## src/rtl/emitter_pkg.sv

```systemverilog
// Shared FSM type plus parity/stop-bit constants for the emitter_uart slice.
// Parity bit only exists in the frame when EMITTER_UART_PARITY_EN is defined.
// No logic of its own; imported by emitter_uart.
package emitter_pkg;

  typedef enum logic [2:0] {
    ST_IDLE   = 3'd0,
    ST_START  = 3'd1,
    ST_DATA   = 3'd2,
    ST_PARITY = 3'd3,
    ST_STOP   = 3'd4
  } state_t;

  localparam int STOP_BITS_MIN = 1;
  localparam int STOP_BITS_MAX = 2;

  // Even parity: seed 0, XOR of all data bits.
  localparam logic PAR_SEED = 1'b0;

  function automatic logic even_parity(input logic [7:0] d);
    return PAR_SEED ^ (^d);
  endfunction

endpackage

```

## src/rtl/emitter_fifo.sv

```systemverilog
// Generic DEPTH x W synchronous FIFO with occupancy count.
// Latency: write visible at rd_dat one cycle after the write handshake.
// Backpressure: wr_rdy drops when full; simultaneous read+write allowed.
module emitter_fifo #(
  parameter int W     = 9,
  parameter int DEPTH = 16
) (
  input  logic                     core_clk,
  input  logic                     arst_n,
  input  logic                     wr_vld,
  output logic                     wr_rdy,
  input  logic [W-1:0]             wr_dat,
  output logic                     rd_vld,
  input  logic                     rd_rdy,
  output logic [W-1:0]             rd_dat,
  output logic [$clog2(DEPTH):0]   level
);

  localparam int AW = $clog2(DEPTH);
  localparam int LW = AW + 1;

  logic [W-1:0]  mem [DEPTH];
  logic [AW-1:0] wr_ptr;
  logic [AW-1:0] rd_ptr;
  logic [LW-1:0] cnt;
  logic          do_wr;
  logic          do_rd;

  assign wr_rdy = (cnt != LW'(DEPTH));
  assign rd_vld = (cnt != '0);
  assign do_wr  = wr_vld && wr_rdy;
  assign do_rd  = rd_rdy && rd_vld;
  assign rd_dat = mem[rd_ptr];
  assign level  = cnt;

  always_ff @(posedge core_clk or negedge arst_n) begin
    if (!arst_n) begin
      wr_ptr <= '0;
      rd_ptr <= '0;
      cnt    <= '0;
    end else begin
      if (do_wr) wr_ptr <= wr_ptr + AW'(1);
      if (do_rd) rd_ptr <= rd_ptr + AW'(1);
      case ({do_wr, do_rd})
        2'b10:   cnt <= cnt + LW'(1);
        2'b01:   cnt <= cnt - LW'(1);
        default: cnt <= cnt;
      endcase
    end
  end

  // Storage is not reset: pointers and count define what is valid.
  always_ff @(posedge core_clk) begin
    if (do_wr) mem[wr_ptr] <= wr_dat;
  end

endmodule

```

## src/rtl/emitter_uart.sv

```systemverilog
// AXI-Stream to UART transmitter with FIFO, optional EOP insertion, parity via EMITTER_UART_PARITY_EN.
// Latency: start bit on the line 2 cycles after a handshake into an empty, idle FIFO.
// Backpressure: o_tready = !full; frames already shifting are never disturbed.
module emitter_uart
  import emitter_pkg::*;
#(
  parameter int         DATA_W       = 8,
  parameter int         DEPTH        = 16,
  parameter int         CLKS_PER_BIT = 139,
  parameter int         STOP_BITS    = 1,
  parameter int         EOP_EN       = 0,
  parameter logic [7:0] EOP_CHAR     = 8'h0A
) (
  input  logic                   i_clk,
  input  logic                   i_rst_n,
  input  logic [DATA_W-1:0]      i_tdata,
  input  logic                   i_tlast,
  input  logic                   i_tvalid,
  output logic                   o_tready,
  output logic                   o_uart_tx,
  output logic                   o_busy,
  output logic [$clog2(DEPTH):0] o_level
);

  localparam int CW     = $clog2(CLKS_PER_BIT);
  localparam int STOP_N = (STOP_BITS >= STOP_BITS_MAX) ? STOP_BITS_MAX : STOP_BITS_MIN;
  localparam logic [CW-1:0] CNT_LOAD = CW'(CLKS_PER_BIT - 1);

  logic              rdy_en;
  logic              fifo_wr_rdy;
  logic              fifo_rd_vld;
  logic              fifo_pop;
  logic [DATA_W:0]   fifo_rd_dat;

  state_t            state_q, state_d;
  logic [CW-1:0]     cnt_q, cnt_d;
  logic [2:0]        bit_q, bit_d;
  logic              stop_q, stop_d;
  logic [DATA_W-1:0] sh_q, sh_d;
  logic              par_q, par_d;
  logic              eop_q, eop_d;
  logic              tx_q, tx_d;

  logic              tick;
  logic              avail;
  logic              load;
  logic [DATA_W-1:0] load_char;

  // rdy_en keeps o_tready low while reset is held and for nothing longer.
  assign o_tready  = rdy_en && fifo_wr_rdy;
  assign o_uart_tx = tx_q;

  emitter_fifo #(
    .W     (DATA_W + 1),
    .DEPTH (DEPTH)
  ) u_fifo (
    .core_clk (i_clk),
    .arst_n   (i_rst_n),
    .wr_vld   (i_tvalid && rdy_en),
    .wr_rdy   (fifo_wr_rdy),
    .wr_dat   ({i_tlast, i_tdata}),
    .rd_vld   (fifo_rd_vld),
    .rd_rdy   (fifo_pop),
    .rd_dat   (fifo_rd_dat),
    .level    (o_level)
  );

  assign tick      = (cnt_q == '0);
  assign avail     = eop_q || fifo_rd_vld;
  assign load_char = eop_q ? EOP_CHAR[DATA_W-1:0] : fifo_rd_dat[DATA_W-1:0];

  always_ff @(posedge i_clk or negedge i_rst_n) begin
    if (!i_rst_n) begin
      state_q <= ST_IDLE;
      cnt_q   <= '0;
      bit_q   <= '0;
      stop_q  <= 1'b0;
      sh_q    <= '0;
      par_q   <= 1'b0;
      eop_q   <= 1'b0;
      tx_q    <= 1'b1;
      rdy_en  <= 1'b0;
    end else begin
      state_q <= state_d;
      cnt_q   <= cnt_d;
      bit_q   <= bit_d;
      stop_q  <= stop_d;
      sh_q    <= sh_d;
      par_q   <= par_d;
      eop_q   <= eop_d;
      tx_q    <= tx_d;
      rdy_en  <= 1'b1;
    end
  end

  always_comb begin
    state_d  = state_q;
    cnt_d    = tick ? CNT_LOAD : cnt_q - CW'(1);
    bit_d    = bit_q;
    stop_d   = stop_q;
    sh_d     = sh_q;
    par_d    = par_q;
    eop_d    = eop_q;
    load     = 1'b0;
    fifo_pop = 1'b0;

    case (state_q)
      ST_IDLE: begin
        cnt_d = CNT_LOAD;
        if (avail) begin
          load    = 1'b1;
          state_d = ST_START;
        end
      end
      ST_START: begin
        if (tick) begin
          state_d = ST_DATA;
          bit_d   = '0;
        end
      end
      ST_DATA: begin
        if (tick) begin
          sh_d = {1'b0, sh_q[DATA_W-1:1]};
          if (bit_q == 3'(DATA_W - 1)) begin
            stop_d = 1'b0;
`ifdef EMITTER_UART_PARITY_EN
            state_d = ST_PARITY;
`else
            state_d = ST_STOP;
`endif
          end else begin
            bit_d = bit_q + 3'd1;
          end
        end
      end
      ST_PARITY: begin
        if (tick) begin
          state_d = ST_STOP;
          stop_d  = 1'b0;
        end
      end
      ST_STOP: begin
        if (tick) begin
          if (stop_q == 1'(STOP_N - 1)) begin
            // Chain straight into the next start bit when anything is queued.
            if (avail) begin
              load    = 1'b1;
              state_d = ST_START;
            end else begin
              state_d = ST_IDLE;
            end
          end else begin
            stop_d = 1'b1;
          end
        end
      end
      default: state_d = ST_IDLE;
    endcase

    // A pending EOP character wins over the FIFO head.
    if (load) begin
      sh_d     = load_char;
      par_d    = even_parity(8'(load_char));
      fifo_pop = !eop_q;
      eop_d    = eop_q ? 1'b0 : ((EOP_EN != 0) && fifo_rd_dat[DATA_W]);
    end
  end

  always_comb begin
    tx_d = 1'b1;
    case (state_d)
      ST_START:  tx_d = 1'b0;
      ST_DATA:   tx_d = sh_d[0];
      ST_PARITY: tx_d = par_d;
      default:   tx_d = 1'b1;
    endcase
    o_busy = (state_q != ST_IDLE) || fifo_rd_vld || eop_q;
  end

endmodule

```

## config.mk

```make
export PLATFORM = sky130hd
export DESIGN_NAME = emitter_uart
export DESIGN_NICKNAME = d
export VERILOG_FILES = /design/src/rtl/emitter_pkg.sv /design/src/rtl/emitter_fifo.sv /design/src/rtl/emitter_uart.sv
export SDC_FILE = /design/constraint.sdc
export NUM_CORES = 1
export LEC_CHECK = 0
export BUFFER_PORTS_ARGS = -buffer_cell sky130_fd_sc_hd__buf_2
export CORE_UTILIZATION = 35
export CTS_CLUSTER_SIZE = 24
export DETAILED_ROUTE_END_ITERATION = 8
export SYNTH_ARGS = -nofsm -noshare
export SYNTH_HDL_FRONTEND = slang
export SYNTH_SLANG_ARGS = --single-unit
```

## constraint.sdc

```tcl
create_clock -name i_clk -period 4.4 [get_ports i_clk]
set_clock_uncertainty 0.1 [all_clocks]
set_input_delay 1.32 -clock i_clk [delete_from_list [all_inputs] [get_ports i_clk]]
set_output_delay 1.32 -clock i_clk [all_outputs]
set_load 0.01 [all_outputs]
```

* After elaboration in Yosys (flattened, before gate mapping)
Memories as Yosys holds them, arrays and structs flattened. Index checks and enable logic that the tools add are counted.
Storage, ports and cells: latch bits 0, register bits 39, word-level logic and storage cells 88, bits in writable memories 144, bits in read-only memories 0, memories 1
Memories:
- u_fifo.mem | words 16, bits a word 9, read ports 1, clocked after Yosys merged registers in 0, wr ports 1, RTL line emitter_fifo.sv:22 | logic [W-1:0] mem [DEPTH];
Operators by class: multiply operators 0, div/mod/pow operators 0, reduce and logical (&&, ||, !) cells 18, shift-type cells 0, bitwise logic cells 0, add/subtract/negate cells 6, muxes and demuxes 34, magnitude comparators 0, equality and inequality tests 17
Operator list (number):
- two-way mux 8 bit | 5
- two-way mux 3 bit | 10
- one-hot mux 3 bit (5 select lines) | 1
- two-way mux 1 bit | 13
- equality test 3 x 2 -> 1 bit, second input constant | 4
- != test 2 bit, second input constant | 6
- one-hot mux 5 bit (2 select lines) | 1
- adder 4 x 1 -> 4 bit, second input constant | 2
- zero test 8 bit | 1
- nonzero test 2 bit | 4
- parity 8 bit | 1
- subtractor 8 x 1 -> 8 bit, second input constant | 1
- equality test 3 x 1 -> 1 bit, second input constant | 2
- equality test 3 bit, second input constant | 2
- one-hot mux 1 bit (3 select lines) | 2
- one-hot mux 3 bit (2 select lines) | 1
- nonzero test 3 bit | 2
- adder 5 x 1 -> 5 bit, second input constant | 1
- != test 5 bit, second input constant | 1
- AND reduction 5 bit | 1
- nonzero test 5 bit | 1
- subtractor 5 x 1 -> 5 bit, second input constant | 1
- logical AND 1 bit | 4
- AND reduction 4 bit | 1
- 7 further kinds | 7

* Longest topological paths before layout
depth in word-level cells 9, mapped depth 18

* Hierarchy
From an unflattened synthesis, not the netlist that was laid out.
Second synthesis, totals: cell total of the unflattened synthesis 489, area total of the unflattened synthesis 7773.7 sq um
Modules (own cells, without submodules):
- emitter_fifo | instances 1, area an instance 6427.4 sq um, cells an instance 360, sequential area each 4649.5 sq um
- emitter_uart | instances 1, area an instance 1346.3 sq um, cells an instance 129, sequential area each 626.9 sq um

* Least setup slack after synthesis
Ideal clock, no wire load.
path type reg-to-reg, start point register cnt_q[0], end point register u_fifo.cnt[4], in the netlist u_fifo.level[4], clock period less this slack 3.318 ns, data arrival time 3.090 ns, cell stages (with the launch flop) 19, slack 1.082 ns, required time 4.173 ns, cells stage by stage dfrtp_1 > inv_1 > ha_1 > nor3b_2 > nand3b_1 > or2_2 > nand2_1 > and2_1 > clkbuf_1 > buf_6 > ha_1 > xor2_1 > ha_1 > o21ai_0 > a21oi_1 > a21oi_1 > xor2_1 > nor2_1 > xor2_1
On the way: cells in the longest elaborated chain, start to end 7, elaborated cells between the ends (all ways) 9, classes of those cells 2 x eq/ne; 4 x mux; 3 x reduce/logical
Ends and longest elaborated chain:
- start: declaration | RTL line emitter_uart.sv:36 | logic [CW-1:0] cnt_q, cnt_d;
- start signal: assignment | RTL line emitter_uart.sv:85 | cnt_q <= cnt_d;
- zero test 8 bit * | RTL line emitter_uart.sv:68 | assign tick = (cnt_q == '0);
- two-way mux 1 bit * | RTL line emitter_uart.sv:143 | if (tick) begin
- one-hot mux 1 bit (2 select lines) * | RTL line emitter_uart.sv:107 | case (state_q)
- two-way mux 1 bit * | RTL line emitter_uart.sv:161 | if (load) begin
- logical AND 1 bit * | RTL line emitter_fifo.sv:32 | assign do_rd = rd_rdy && rd_vld;
- named net u_fifo.do_rd | RTL line emitter_fifo.sv:27 | logic do_rd;
- equality test 2 x 1 -> 1 bit or equality test 2 bit (tied branches) | RTL line emitter_fifo.sv:44 | case ({do_wr, do_rd})
- one-hot mux 5 bit (2 select lines) or nonzero test 2 bit (tied branches)
- end signal: assignment | RTL line emitter_fifo.sv:45 | 2'b10: cnt <= cnt + LW'(1);
- end signal: assignment | RTL line emitter_fifo.sv:46 | 2'b01: cnt <= cnt - LW'(1);
- end signal: assignment | RTL line emitter_fifo.sv:47 | default: cnt <= cnt;
- end: declaration | RTL line emitter_fifo.sv:25 | logic [LW-1:0] cnt;
The timed path passes the listed nets; every way through them passes the cells marked *. A chain may end at the register's enable or synchronous reset.

* Final worst setup path
start point register cnt_q[0], end point register u_fifo.cnt[4], in the netlist u_fifo.level[4]
On the way: cells in the longest elaborated chain, start to end 7, elaborated cells between the ends (all ways) 9, classes of those cells 2 x eq/ne; 4 x mux; 3 x reduce/logical
Ends and longest elaborated chain (RTL line):
- zero test 8 bit * | emitter_uart.sv:68
- two-way mux 1 bit * | emitter_uart.sv:143
- one-hot mux 1 bit (2 select lines) * | emitter_uart.sv:107
- two-way mux 1 bit * | emitter_uart.sv:161
- logical AND 1 bit * | emitter_fifo.sv:32
- equality test 2 x 1 -> 1 bit or equality test 2 bit (tied branches) | emitter_fifo.sv:44
- one-hot mux 5 bit (2 select lines) or nonzero test 2 bit (tied branches)
Every way passes the cells marked *; elsewhere a longest branch is shown, timed or not.

==> impl_metrics.yaml <==
run_status:
  status: "complete, no violations"
power:
  power_mw: 3.61
  pwr-share-comb_pct: 9.0
  internal-power_mw: 2.72
  switching_share_pct: 24.7
  worst_ir_drop_vdd_uv: 282
  pwr-share-seq_pct: 51.7
  power_density_nw_per_um2: 458
  power_frac_clock_pct: 39.3
  switchingPower_mw: 0.892
  leakage_nw: 2.80
die:
  die_w_um: 143
  core_sq_um: 19500
  dieArea_sq_um: 20600
  die_y_um: 143
  initial_core_util_pct: 35.9
  pin_count: 20
  rows: 51
clocking:
  cts_root_buf: "clkbuf_16"
  cts_buffers: 17
  htreeDepth: 4
  clk_latency_ns: 0.43
  cts_tree: "done"
  post_cts.repair.setup_buffers: 0
  path_clk_slew_ns: 0.06
  clkSinkCount: 166
  cts_hold_buf: 0
  cts_resized: 0
  clock_path_buffers: 2
drt:
  drt-pass1-iter-count: 4
  vias: 3538
  routed_wl_um: 13000
  drc: 0
  avgRoutedWirePerCell_um: 18.1
  drtIter0Drc: 217
  ant_nets: 0
  via_per_inst: 4.96
synthesis:
  synth_most_common_cell: "edfxtp_1"
  ys_seq_area_share_pct: 68.5
  synthCells: 415
  yosys.area.top_type: "edfxtp_1"
  synth-adder-area-share_pct: 2.14
  synthSimpleGateAreaFrac_pct: 6.42
  synth_top_family_by_area: "multiplexers"
  syn_area_sq_um: 7000
  synth_seq_cells: 166
  async_flop_share_pct: 22.9
  avgSynthCellArea_sq_um: 16.9
  synthMuxAreaShare_pct: 12.7
  synth_ff_type: "edfxtp_1"
  synthTopCellsByArea: "edfxtp_1 55%, dfrtp_1 13%, mux4_2 7.4%"
  syn_nets: 439
  synth_compound_area_share_pct: 4.56
  synth_edf_count: 128
  synth_cell_type_count: 48
  synth_common_cells: "128 x edfxtp_1, 37 x dfrtp_1, 30 x nand2_1"
  synth_warnings: 0
  netlist.area_leader.share_pct: 54.9
  synth_xor_area_share_pct: 3.00
grt:
  grt_max_degree: 39
  grt_pass1_wl_um: 20600
  first_global_vias: 3640
  grt_overflow: 0
  antenna_found_initial: 0
  grt_usage_pct: 14.0
sta:
  fin_tns_setup_ns: 0
  maxSlewViolCount: 0
  relSlewSlack_pct: 43.7
  fin_crit_sh_pct: 76.0
  fmax_mhz: 299
  final-hold-violation-count: 0
  rsz0062_at_grt: "false"
  fin_crit_ns: 3.34
  worst_pin_slew_ns: 0.844
  setup_viol: 0
cells_and_area:
  drive_gt1_share_pct: 18.9
  area_growth_pct: 12.5
  nets: 460
  utilization_pct: 40.3
  diodes: 0
setup_path:
  timing.rr.start: "cnt_q[0]"
  startpoint: "cnt_q[0]"
  worstRegToRegCells: 16
  end_kind: "flip-flop"
  crit_slowest_cell: "dfrtp_1"
  path_class: "reg2reg"
  cp.required_ns: 4.62
  worstPathArrival_ns: 3.56
  rrSetupSlack_ns: 1.06
  critPathMaxFanout: 6
  critPathLaunchType: "flip-flop"
  r2r-end: "u_fifo.level[4]"
  cp_cell_sequence: "inv_1 -> ha_1 -> nor3b_2 -> nand3b_1 -> or2_2 -> nand2_1 -> and2_1 -> ha_1 -> xor2_1 -> ha_1 -> o21ai_0 -> a21oi_1 -> a21oi_1 -> xor2_1 -> nor2_1 -> xor2_1"
  critPathBufInv: 1
  cp_top_family: "simple AND/OR/NAND/NOR gates"
  max_stage_delay_ns: 0.40
hold_path:
  hold_start: "cnt_q[0]"
  whs_path_depth: 1
  min_to: "cnt_q[0]"
  min_path_type: "reg2reg"
place:
  io_buffer_count: 18
  routabilityCongestion: 0.770
  dp_hpwl_um: 8370
flow_run:
  maxCapViolCount: 0
-- cell usage in the layout (no fill, tap or decap), drive strengths merged, types with 2 or more instances in the layout --
| cell type | synthesis | layout |
|---|---|---|
| edfxtp | 128 | 128 |
| dfrtp | 37 | 37 |
| mux4 | 32 | 32 |
| nand2 | 30 | 30 |
| buf | 11 | 22 |
| and2 | 19 | 19 |
| xnor2 | 18 | 18 |
| nor2 | 17 | 17 |
| clkbuf | 9 | 17 |
| a22oi | 16 | 16 |
| inv | 9 | 13 |
| o21ai | 12 | 12 |
| ha | 12 | 12 |
| mux2i | 10 | 10 |
| clkinv | 0 | 10 |
| a21oi | 9 | 9 |
| xor2 | 6 | 6 |
| nor3 | 5 | 5 |
| nor2b | 3 | 3 |
| mux2 | 3 | 3 |
| or2 | 2 | 2 |
| nor4 | 2 | 2 |
| or3 | 2 | 2 |
| o22ai | 2 | 2 |
| a22o | 2 | 2 |
| nand4 | 2 | 2 |
| nor3b | 2 | 2 |
-- area by class of cell --
type / instances / area, sq um
clock inverter: 15 / 149
sequential: 166 / 4800
clock buffer: 17 / 425
tap: 265 / 332
multi-input combinational: 220 / 2020
fill: 1796 / 11600
inverter: 9 / 33.8
timing repair buffer: 22 / 120
-- power by group through the flow --
stage	registers, mW	clock network [mW]	logic, mW
floorplan	1.89	0	0.203
global placement	1.89	0	0.318
detailed placement	1.90	0	0.328
CTS	1.87	1.45	0.330
global route	1.88	1.52	0.362
finish	1.87	1.42	0.325
-- worst max path at each step --
| stage | end | slack (ns) | depth (start not counted) |
|---|---|---|---|
| 3_5_place_dp | u_fifo.level[4] | 0.84 | 12 |
| 2_1_floorplan | u_fifo.level[4] | 1.08 | 18 |
| 3_3_place_gp | u_fifo.level[4] | 0.89 | 12 |
| 5_1_grt | u_fifo.level[4] | 0.77 | 16 |
| 4_1_cts | u_fifo.level[4] | 1.03 | 16 |
| 6_report | u_fifo.level[4] | 1.06 | 16 |
-- sequential cells by signal (all words and copies together) (netlist names) --
name and cells:
sh_q 8, rdy_en 1, u_fifo.wr_ptr 4, u_fifo.rd_ptr 4
state_q 3, par_q 1, u_fifo.mem 128, o_uart_tx 1
u_fifo.level 5, cnt_q 8, bit_q 3
-- layer usage --
metal	track usage, %	vias up	share of wire [%]
met5	0	-	0
li1	-	1646	-
met3	4.20	14	4.2
met2	22.9	83	50
met1	17.7	1795	45
met4	4.70	0	1.1
-- through the flow --
stage	cell area (sq um)	hold WS [ns]	std cells	worst slack [ns]
final	7880	0.382	714	1.06
after global routing	7880	0.412	714	0.772
after CTS	7880	0.384	714	1.03
after detailed placement	7300	0.372	682	0.837
after global placement	7300	0.352	682	0.888
after floorplan	7000	0.339	415	1.08
-- kinds of logic (layout without fill, tap and decap cells) --
logic type / after synthesis / count (layout)
other: 1 / 1
and+or+nand+nor: 89 / 89
buffers and inverters: 29 / 63
adders and majority gates: 12 / 12
muxes: 45 / 45
AOI/OAI and AO/OA: 49 / 49
DFF: 166 / 166
xor gates and xnor gates: 24 / 24
No activity file was read; power rests on OpenSTA's default activity.
